**src/rtl/alarm_sched.sv**
```systemverilog
// rtl/alarm_sched.sv - alarm compare/ring/snooze sequencer for the wall clock (optional ALARM_BLINK_EN)
module alarm_sched #(
    parameter int RING_SECS   = 60,
    parameter int SNOOZE_SECS = 300,
    parameter int MAX_SNOOZE  = 3
) (
    input  logic        clk,
    input  logic        rstn,
    input  logic        tick_1hz,
    input  logic [19:0] cur_time,
    input  logic        arm_en,
    input  logic        alarm_wr,
    input  logic [19:0] alarm_wdata,
    input  logic        stop,
    input  logic        snooze,
    output logic        ring,
    output logic [19:0] alarm_time,
    output logic [1:0]  phase,
    output logic [2:0]  snooze_used,
    output logic        wr_err,
    output logic        missed
);

    typedef enum logic [1:0] {
        DISARMED = 2'd0,
        ARMED    = 2'd1,
        RINGING  = 2'd2,
        SNOOZING = 2'd3
    } phase_t;

    phase_t     state;
    logic [9:0] cnt;
    logic       wr_ok;
    logic       wr_acc;
    logic       snooze_ok;
    logic       alarm_hit;
    logic       ring_tick;
    logic       wake;
    logic       blink_gate;

    // Packed BCD {hh,hl,mh,ml,sh,sl}; hours limited to 00..23
    function automatic logic time_valid(input logic [19:0] t);
        logic ok;
        ok = (t[3:0] <= 4'd9) && (t[6:4] <= 3'd5) &&
             (t[10:7] <= 4'd9) && (t[13:11] <= 3'd5) &&
             (t[17:14] <= 4'd9) && (t[19:18] <= 2'd2);
        if (t[19:18] == 2'd2 && t[17:14] > 4'd3)
            ok = 1'b0;
        return ok;
    endfunction

    assign wr_ok     = time_valid(alarm_wdata);
    assign wr_acc    = alarm_wr && wr_ok;
    assign snooze_ok = snooze && (snooze_used < 3'(MAX_SNOOZE));

    // Qualified events after applying arm_en > stop > write > snooze > tick
    assign alarm_hit = arm_en && (state == ARMED) && !stop && !wr_acc &&
                       tick_1hz && (cur_time == alarm_time);
    assign ring_tick = arm_en && (state == RINGING) && !stop && !wr_acc &&
                       !snooze_ok && tick_1hz;
    assign wake      = arm_en && (state == SNOOZING) && !stop && !wr_acc &&
                       tick_1hz && (cnt == 10'd1);

`ifdef ALARM_BLINK_EN
    logic blink;

    always_ff @(posedge clk or negedge rstn) begin
        if (!rstn)
            blink <= 1'b0;
        else if (alarm_hit || wake)
            blink <= 1'b1;
        else if (ring_tick)
            blink <= ~blink;
        else if (!(arm_en && state == RINGING))
            blink <= 1'b0;
    end

    assign blink_gate = blink;
`else
    assign blink_gate = 1'b1;
`endif

    assign phase = state;

    always_ff @(posedge clk or negedge rstn) begin
        if (!rstn) begin
            state       <= DISARMED;
            alarm_time  <= 20'd0;
            cnt         <= 10'd0;
            snooze_used <= 3'd0;
            wr_err      <= 1'b0;
            missed      <= 1'b0;
            ring        <= 1'b0;
        end else begin
            wr_err <= alarm_wr && !wr_ok;
            if (wr_acc)
                alarm_time <= alarm_wdata;
            ring <= arm_en && (state == RINGING) && blink_gate;

            if (!arm_en) begin
                state       <= DISARMED;
                snooze_used <= 3'd0;
            end else begin
                case (state)
                    DISARMED: begin
                        state       <= ARMED;
                        snooze_used <= 3'd0;
                    end
                    ARMED: begin
                        snooze_used <= 3'd0;
                        if (stop)
                            missed <= 1'b0;
                        else if (alarm_hit) begin
                            state <= RINGING;
                            cnt   <= 10'(RING_SECS);
                        end
                    end
                    RINGING: begin
                        if (stop) begin
                            state       <= ARMED;
                            missed      <= 1'b0;
                            snooze_used <= 3'd0;
                        end else if (wr_acc) begin
                            state       <= ARMED;
                            snooze_used <= 3'd0;
                        end else if (snooze_ok) begin
                            state       <= SNOOZING;
                            cnt         <= 10'(SNOOZE_SECS);
                            snooze_used <= snooze_used + 3'd1;
                        end else if (ring_tick) begin
                            if (cnt == 10'd1) begin
                                state       <= ARMED;
                                missed      <= 1'b1;
                                snooze_used <= 3'd0;
                            end else begin
                                cnt <= cnt - 10'd1;
                            end
                        end
                    end
                    SNOOZING: begin
                        if (stop) begin
                            state       <= ARMED;
                            missed      <= 1'b0;
                            snooze_used <= 3'd0;
                        end else if (wr_acc) begin
                            state       <= ARMED;
                            snooze_used <= 3'd0;
                        end else if (wake) begin
                            state <= RINGING;
                            cnt   <= 10'(RING_SECS);
                        end else if (tick_1hz) begin
                            cnt <= cnt - 10'd1;
                        end
                    end
                    default: state <= DISARMED;
                endcase
            end
        end
    end

endmodule

```
**config.mk**
```make
export PLATFORM = sky130hd
export DESIGN_NAME = alarm_sched
export DESIGN_NICKNAME = d
export VERILOG_FILES = /design/src/rtl/alarm_sched.sv
export SDC_FILE = /design/constraint.sdc
export NUM_CORES = 1
export LEC_CHECK = 0
export CORE_UTILIZATION = 25
export DETAILED_ROUTE_END_ITERATION = 12
export PLACE_DENSITY = 0.56
export SYNTH_ARGS = -nofsm -noshare
export SYNTH_HDL_FRONTEND = slang
export SYNTH_SLANG_ARGS = --single-unit
```
**constraint.sdc**
```tcl
create_clock -name clk -period 5 [get_ports clk]
set_input_delay 0.75 -clock clk [delete_from_list [all_inputs] [get_ports clk]]
set_output_delay 0.75 -clock clk [all_outputs]
set_load 0.01 [all_outputs]
```
Word level (Yosys, flattened, before mapping) --
Cells that the tools add are included.
Storage, ports and cells: register bits 38, latch bits 0, bits in writable memories 0, ROM bits 0, input bits 47, output and inout bits 28, logic and storage cells 121, memories kept 0
Cells by class: $add $sub $neg 2, $mul 0, divide/modulo/power cells 0, magnitude comparators 8, equal/unequal tests 26, shift operators 0, multiplexer cells 41, bitwise logic cells 0, reduce and logical (&&, ||, !) cells 37
Operators with widths (count):
- two-way mux 10 bit | 11
- one-hot mux 10 bit (3 select lines) | 1
- logical AND 1 bit | 24
- two-way mux 3 bit | 8
- inequality test 3 bit (second input constant) | 8
- two-way mux 2 bit | 11
- equality test 20 bit | 1
- <= comparator 4 bit (second input constant) | 3
- inequality test 2 bit (second input constant) | 6
- AND reduction 11 bit | 1
- equality test 10 x 1 -> 1 bit (second input constant) | 1
- subtractor 10 x 1 -> 10 bit (second input constant) | 1
- one-hot mux 3 bit (3 select lines) | 1
- one-hot mux 2 bit (4 select lines) | 1
- two-way mux 1 bit | 7
- AND reduction 7 bit | 1
- equality test 2 bit (second input constant) | 3
- <= comparator 3 bit (second input constant) | 2
- inequality test 6 x 5 -> 1 bit (second input constant) | 1
- inequality test 6 bit (second input constant) | 1
- inequality test 5 bit (second input constant) | 1
- AND reduction 5 bit | 1
- > comparator 4 x 2 -> 1 bit (second input constant) | 1
- zero test 1 bit | 4
- other kinds (13) | 14

Logic depth before layout (Yosys ltp) --
word-level depth 18, mapped depth 8, gate-level depth less buffers 7

Worst setup path before layout --
OpenSTA, ideal clock, no wires.
kind input port to flip-flop, from input port cur_time[11], to register cnt[4], setup time 0.125 ns, data arrival time 2.091 ns, data required time 4.875 ns, setup slack 2.784 ns, stages 6, path buffers 0, cells stage by stage xor2_1 > nor4_2 > nand4_1 > o31ai_4 > nand3_4 > mux2_4
Between the ends: longest elaborated chain between the ends 4
RTL lines:
- start: declaration | line 10 | input logic [19:0] cur_time,
- equality test 20 bit | line 58 | tick_1hz && (cur_time == alarm_time);
- logical AND 1 bit | line 58
- inequality test 2 bit (no source line)
- AND reduction 11 bit (no source line)
- end signal: assignment | line 115 | cnt <= 10'(RING_SECS);
- end signal: assignment | line 128 | cnt <= 10'(SNOOZE_SECS);
- end signal: assignment | line 136 | cnt <= cnt - 10'd1;
- end: declaration | line 32 | logic [9:0] cnt;
No other way between the ends. A chain may end at the register's enable or synchronous reset.

Worst setup path in the final report --
from input port alarm_wdata[17], to register cnt[4]
Between the ends: longest elaborated chain between the ends 13, elaborated cells between the ends (all ways) 27, those cells by class order compare (2); eq/ne (5); mux (5); reduce/logical (15)
RTL lines:
- start: declaration | line 13 | input logic [19:0] alarm_wdata,
- <= comparator 4 bit | line 46 | (t[17:14] <= 4'd9) && (t[19:18] <= 2'd2);
- logical AND 1 bit | line 45 | (t[10:7] <= 4'd9) && (t[13:11] <= 3'd5) &&
- logical AND 1 bit | line 46
- two-way mux 1 bit * | line 47 | if (t[19:18] == 2'd2 && t[17:14] > 4'd3)
- logical AND 1 bit * | line 53 | assign wr_acc = alarm_wr && wr_ok;
- zero test 1 bit | line 57, 59, 61
- logical AND 1 bit (2 in a row) | line 61 | assign wake = arm_en && (state == SNOOZING) && !stop && !wr_acc &&
- logical AND 1 bit | line 62 | tick_1hz && (cnt == 10'd1);
- two-way mux 10 bit | line 148 | end else if (wake) begin
- two-way mux 10 bit | line 145 | end else if (wr_acc) begin
- two-way mux 10 bit | line 141 | if (stop) begin
- one-hot mux 10 bit (3 select lines) | line 104 | case (state)
- end signal: assignment | line 115
- end signal: assignment | line 150 | cnt <= 10'(RING_SECS);
- end signal: assignment | line 152 | cnt <= cnt - 10'd1;
Mark *: on every way between the ends. The rest lies on a longest branch, timed or not. The select of a mux whose other input is x is not followed.

==> run metrics <==
worst r2r path cells 6; Root Buffer clkbuf_8; maximum clock path buffer count 2; critical path capture point type register; final period utilization 0.615; register area share after synthesis 0.443; sw frac 0.323; # IOs 75; WS Path Type in -> reg; vias in the first global route 1885; setup violators final 0; Via Count 1740; Initial DRC Count 80; sw power 0.337 mW; Post-synth ARST share 1.00; largest net degree at the start of global routing 39; GRT overflow 0; CTS tree built; Port Buffers 74; P per Cell Area 338 nW/µm²; final count of hold timing violations 0; CP arrival 3.26 ns; WP data required 5.19 ns; Crit Reg-Reg Startpoint alarm_time[17]; Layout area overhead 43.6%; Slew Viols, Final 0; die width 94.6 µm; Via-to-Cell Ratio 4.57; routed wire length 5610 µm; hold worst-path end missed; Max Fclk 325 MHz; buffer count from post-CTS setup fixing 0; Inserted Diodes 0; hold path cells 2; post-synthesis cell type count 48; met2 usage 0.220; die height 94.6 µm; DRC 0; final design utilization 0.373; Clock Latency Late Sink 0.30 ns; Reg2Reg Setup Slack 2.80 ns; M3 GR Usage 0.0217; starting density of the core 0.260; overall routing resource usage 0.137; skew final 0.00464 ns; CTS buffer count 5; Max H-tree Level 2; synth top area cells dfrtp_1, mux2_2, xor2_1, nor3_1, nand2_1; clk slew on worst S/H paths 0.08 ns; FF-to-FF End cnt[8]; startpoint types input port; clock sinks 38; Final min period 3.08 ns; DIE AREA 8950 µm²; # nets final 325; DP HPWL 4280 µm; Seq pwr share 0.442; worst-path maximum fanout 23; grt peak-use layer met2; post_cts resized 0; fillcell total 855; Max IR drop VDD 156 µV; setup TNS 0 ns; cell row count 33; P_leak 1.24 nW; DRT antenna net count 0; Avg Inst Size Synth 10.8 µm²; Syn. warnings 0; Post-synth top flop dfrtp_1; Syn Nets 249; met1 GRT Util 0.183; crit path from alarm_wdata[17]; clock power share 0.218; layout cells sized above 1 0.149; Post-synth EDFFs 0; share of the synthesized area in the top cell type 0.443; min-delay worst type reg -> reg; max-cap violation count 0; Worst-Margin Slew 1.03 ns; RSZ-0062 raised after global routing no; cell internal pwr 0.705 mW; total core area 8260 µm²; area leader, netlist dfrtp_1; number of synthesized register bits 38; worst hold margin 0.518 ns; Synth Instances 199; Rel. slew slack 0.312; critical hold path startpoint missed; total power 1.04 mW; Cell Area, Synth 2140 µm²; First-pass DRT Iterations 4; Combinational Power Share 0.340; CTS hold repair buffers 0; wire length per cell 14.7 µm; status finished clean; initial antenna violation count 0; first-pass GRT wire length 9390 µm; RD Place Congestion 0.838
==> power groups by stage <==
| stage | combinational [mW] | sequential (mW) | clock (mW) |
|---|---|---|---|
| after global routing | 0.385 | 0.472 | 0.248 |
| after floorplan | 0.151 | 0.471 | 0 |
| after global placement | 0.355 | 0.466 | 0 |
| after CTS | 0.359 | 0.460 | 0.236 |
| after detailed placement | 0.357 | 0.465 | 0 |
| final | 0.355 | 0.460 | 0.227 |
==> state kept, by name, indices dropped and copies added, names as in the netlist <==
| signal | cells |
|---|---|
| cnt | 10 |
| missed | 1 |
| wr_err | 1 |
| snooze_used | 3 |
| phase | 2 |
| alarm_time | 20 |
| ring | 1 |
==> logic make-up after synthesis <==
kind of cell / synth area share
buf+inv: 0.0263
flops: 0.443
compound gates: 0.148
mux: 0.130
fa+ha+maj: 0.0175
simple gates: 0.146
xor+xnor: 0.0899
==> worst max path at each step <==
stage | slack (ns) | cells after the start | endpoint
final | 1.92 | 7 | cnt[4]
after global routing | 1.76 | 7 | cnt[4]
after CTS | 1.90 | 7 | cnt[4]
after detailed placement | 1.59 | 7 | cnt[4]
after global placement | 1.73 | 7 | cnt[4]
after floorplan | 2.78 | 6 | cnt[4]
==> routing by layer <==
layer  up-vias  share of wire
li1        876              -
met1       809           0.45
met4         0          0.021
met5         -              0
met2        45           0.49
met3        10          0.039
==> cell usage after synthesis (all sizes together) (3+ instances only) <==
master / count
a211oi: 3
a21o: 3
a21oi: 4
a31oi: 3
buf: 4
dfrtp: 38
ha: 3
inv: 8
mux2: 24
nand2: 12
nand3: 3
nor2: 9
nor3: 9
nor4: 5
o21ai: 13
o22a: 3
o31ai: 5
or3: 4
xnor2: 3
xor2: 19
==> per-stage QoR <==
step	std cells	setup WS, ns	area, µm²
final	381	1.92	3080
after global routing	381	1.76	3080
after CTS	381	1.90	3080
after detailed placement	373	1.59	2990
after global placement	373	1.73	2990
after floorplan	199	2.78	2140
==> layout by cell type (no fill, tap or decap), drive strengths merged, types with 2 or more instances in the layout <==
cell,count
a21oi,4
a22o,2
and3,2
nor2,9
a21o,3
a31oi,3
o22a,3
mux2,24
o21ai,13
nor3,9
or3,4
xor2,19
nand2,12
inv,8
xnor2,3
ha,3
o31ai,5
nand2b,2
clkbuf,6
a211oi,3
nand4,2
and2,2
dfrtp,38
nand3,3
clkdlybuf4s50,73
nor4,5
==> cell type report <==
class                           instances  area (µm²)  share of cell area
Inverter                                8        30.0             0.00975
Clock inverter                          2        12.5             0.00406
Clock buffer                            6        82.6              0.0268
Tap cell                              105         131              0.0426
Multi-Input combinational cell        148        1140               0.369
Sequential cell                        38         951               0.309
Timing Repair Buffer                   74         736               0.239
==> worst max-delay path: stages <==
cell             delay, ns
clkdlybuf4s50_1       0.44
o31ai_1               0.27
and3_1                0.26
and2_1                0.83
o41ai_1               0.25
a21o_1                0.21
mux2_4                0.26
No activity file was read; power rests on OpenSTA's default activity.
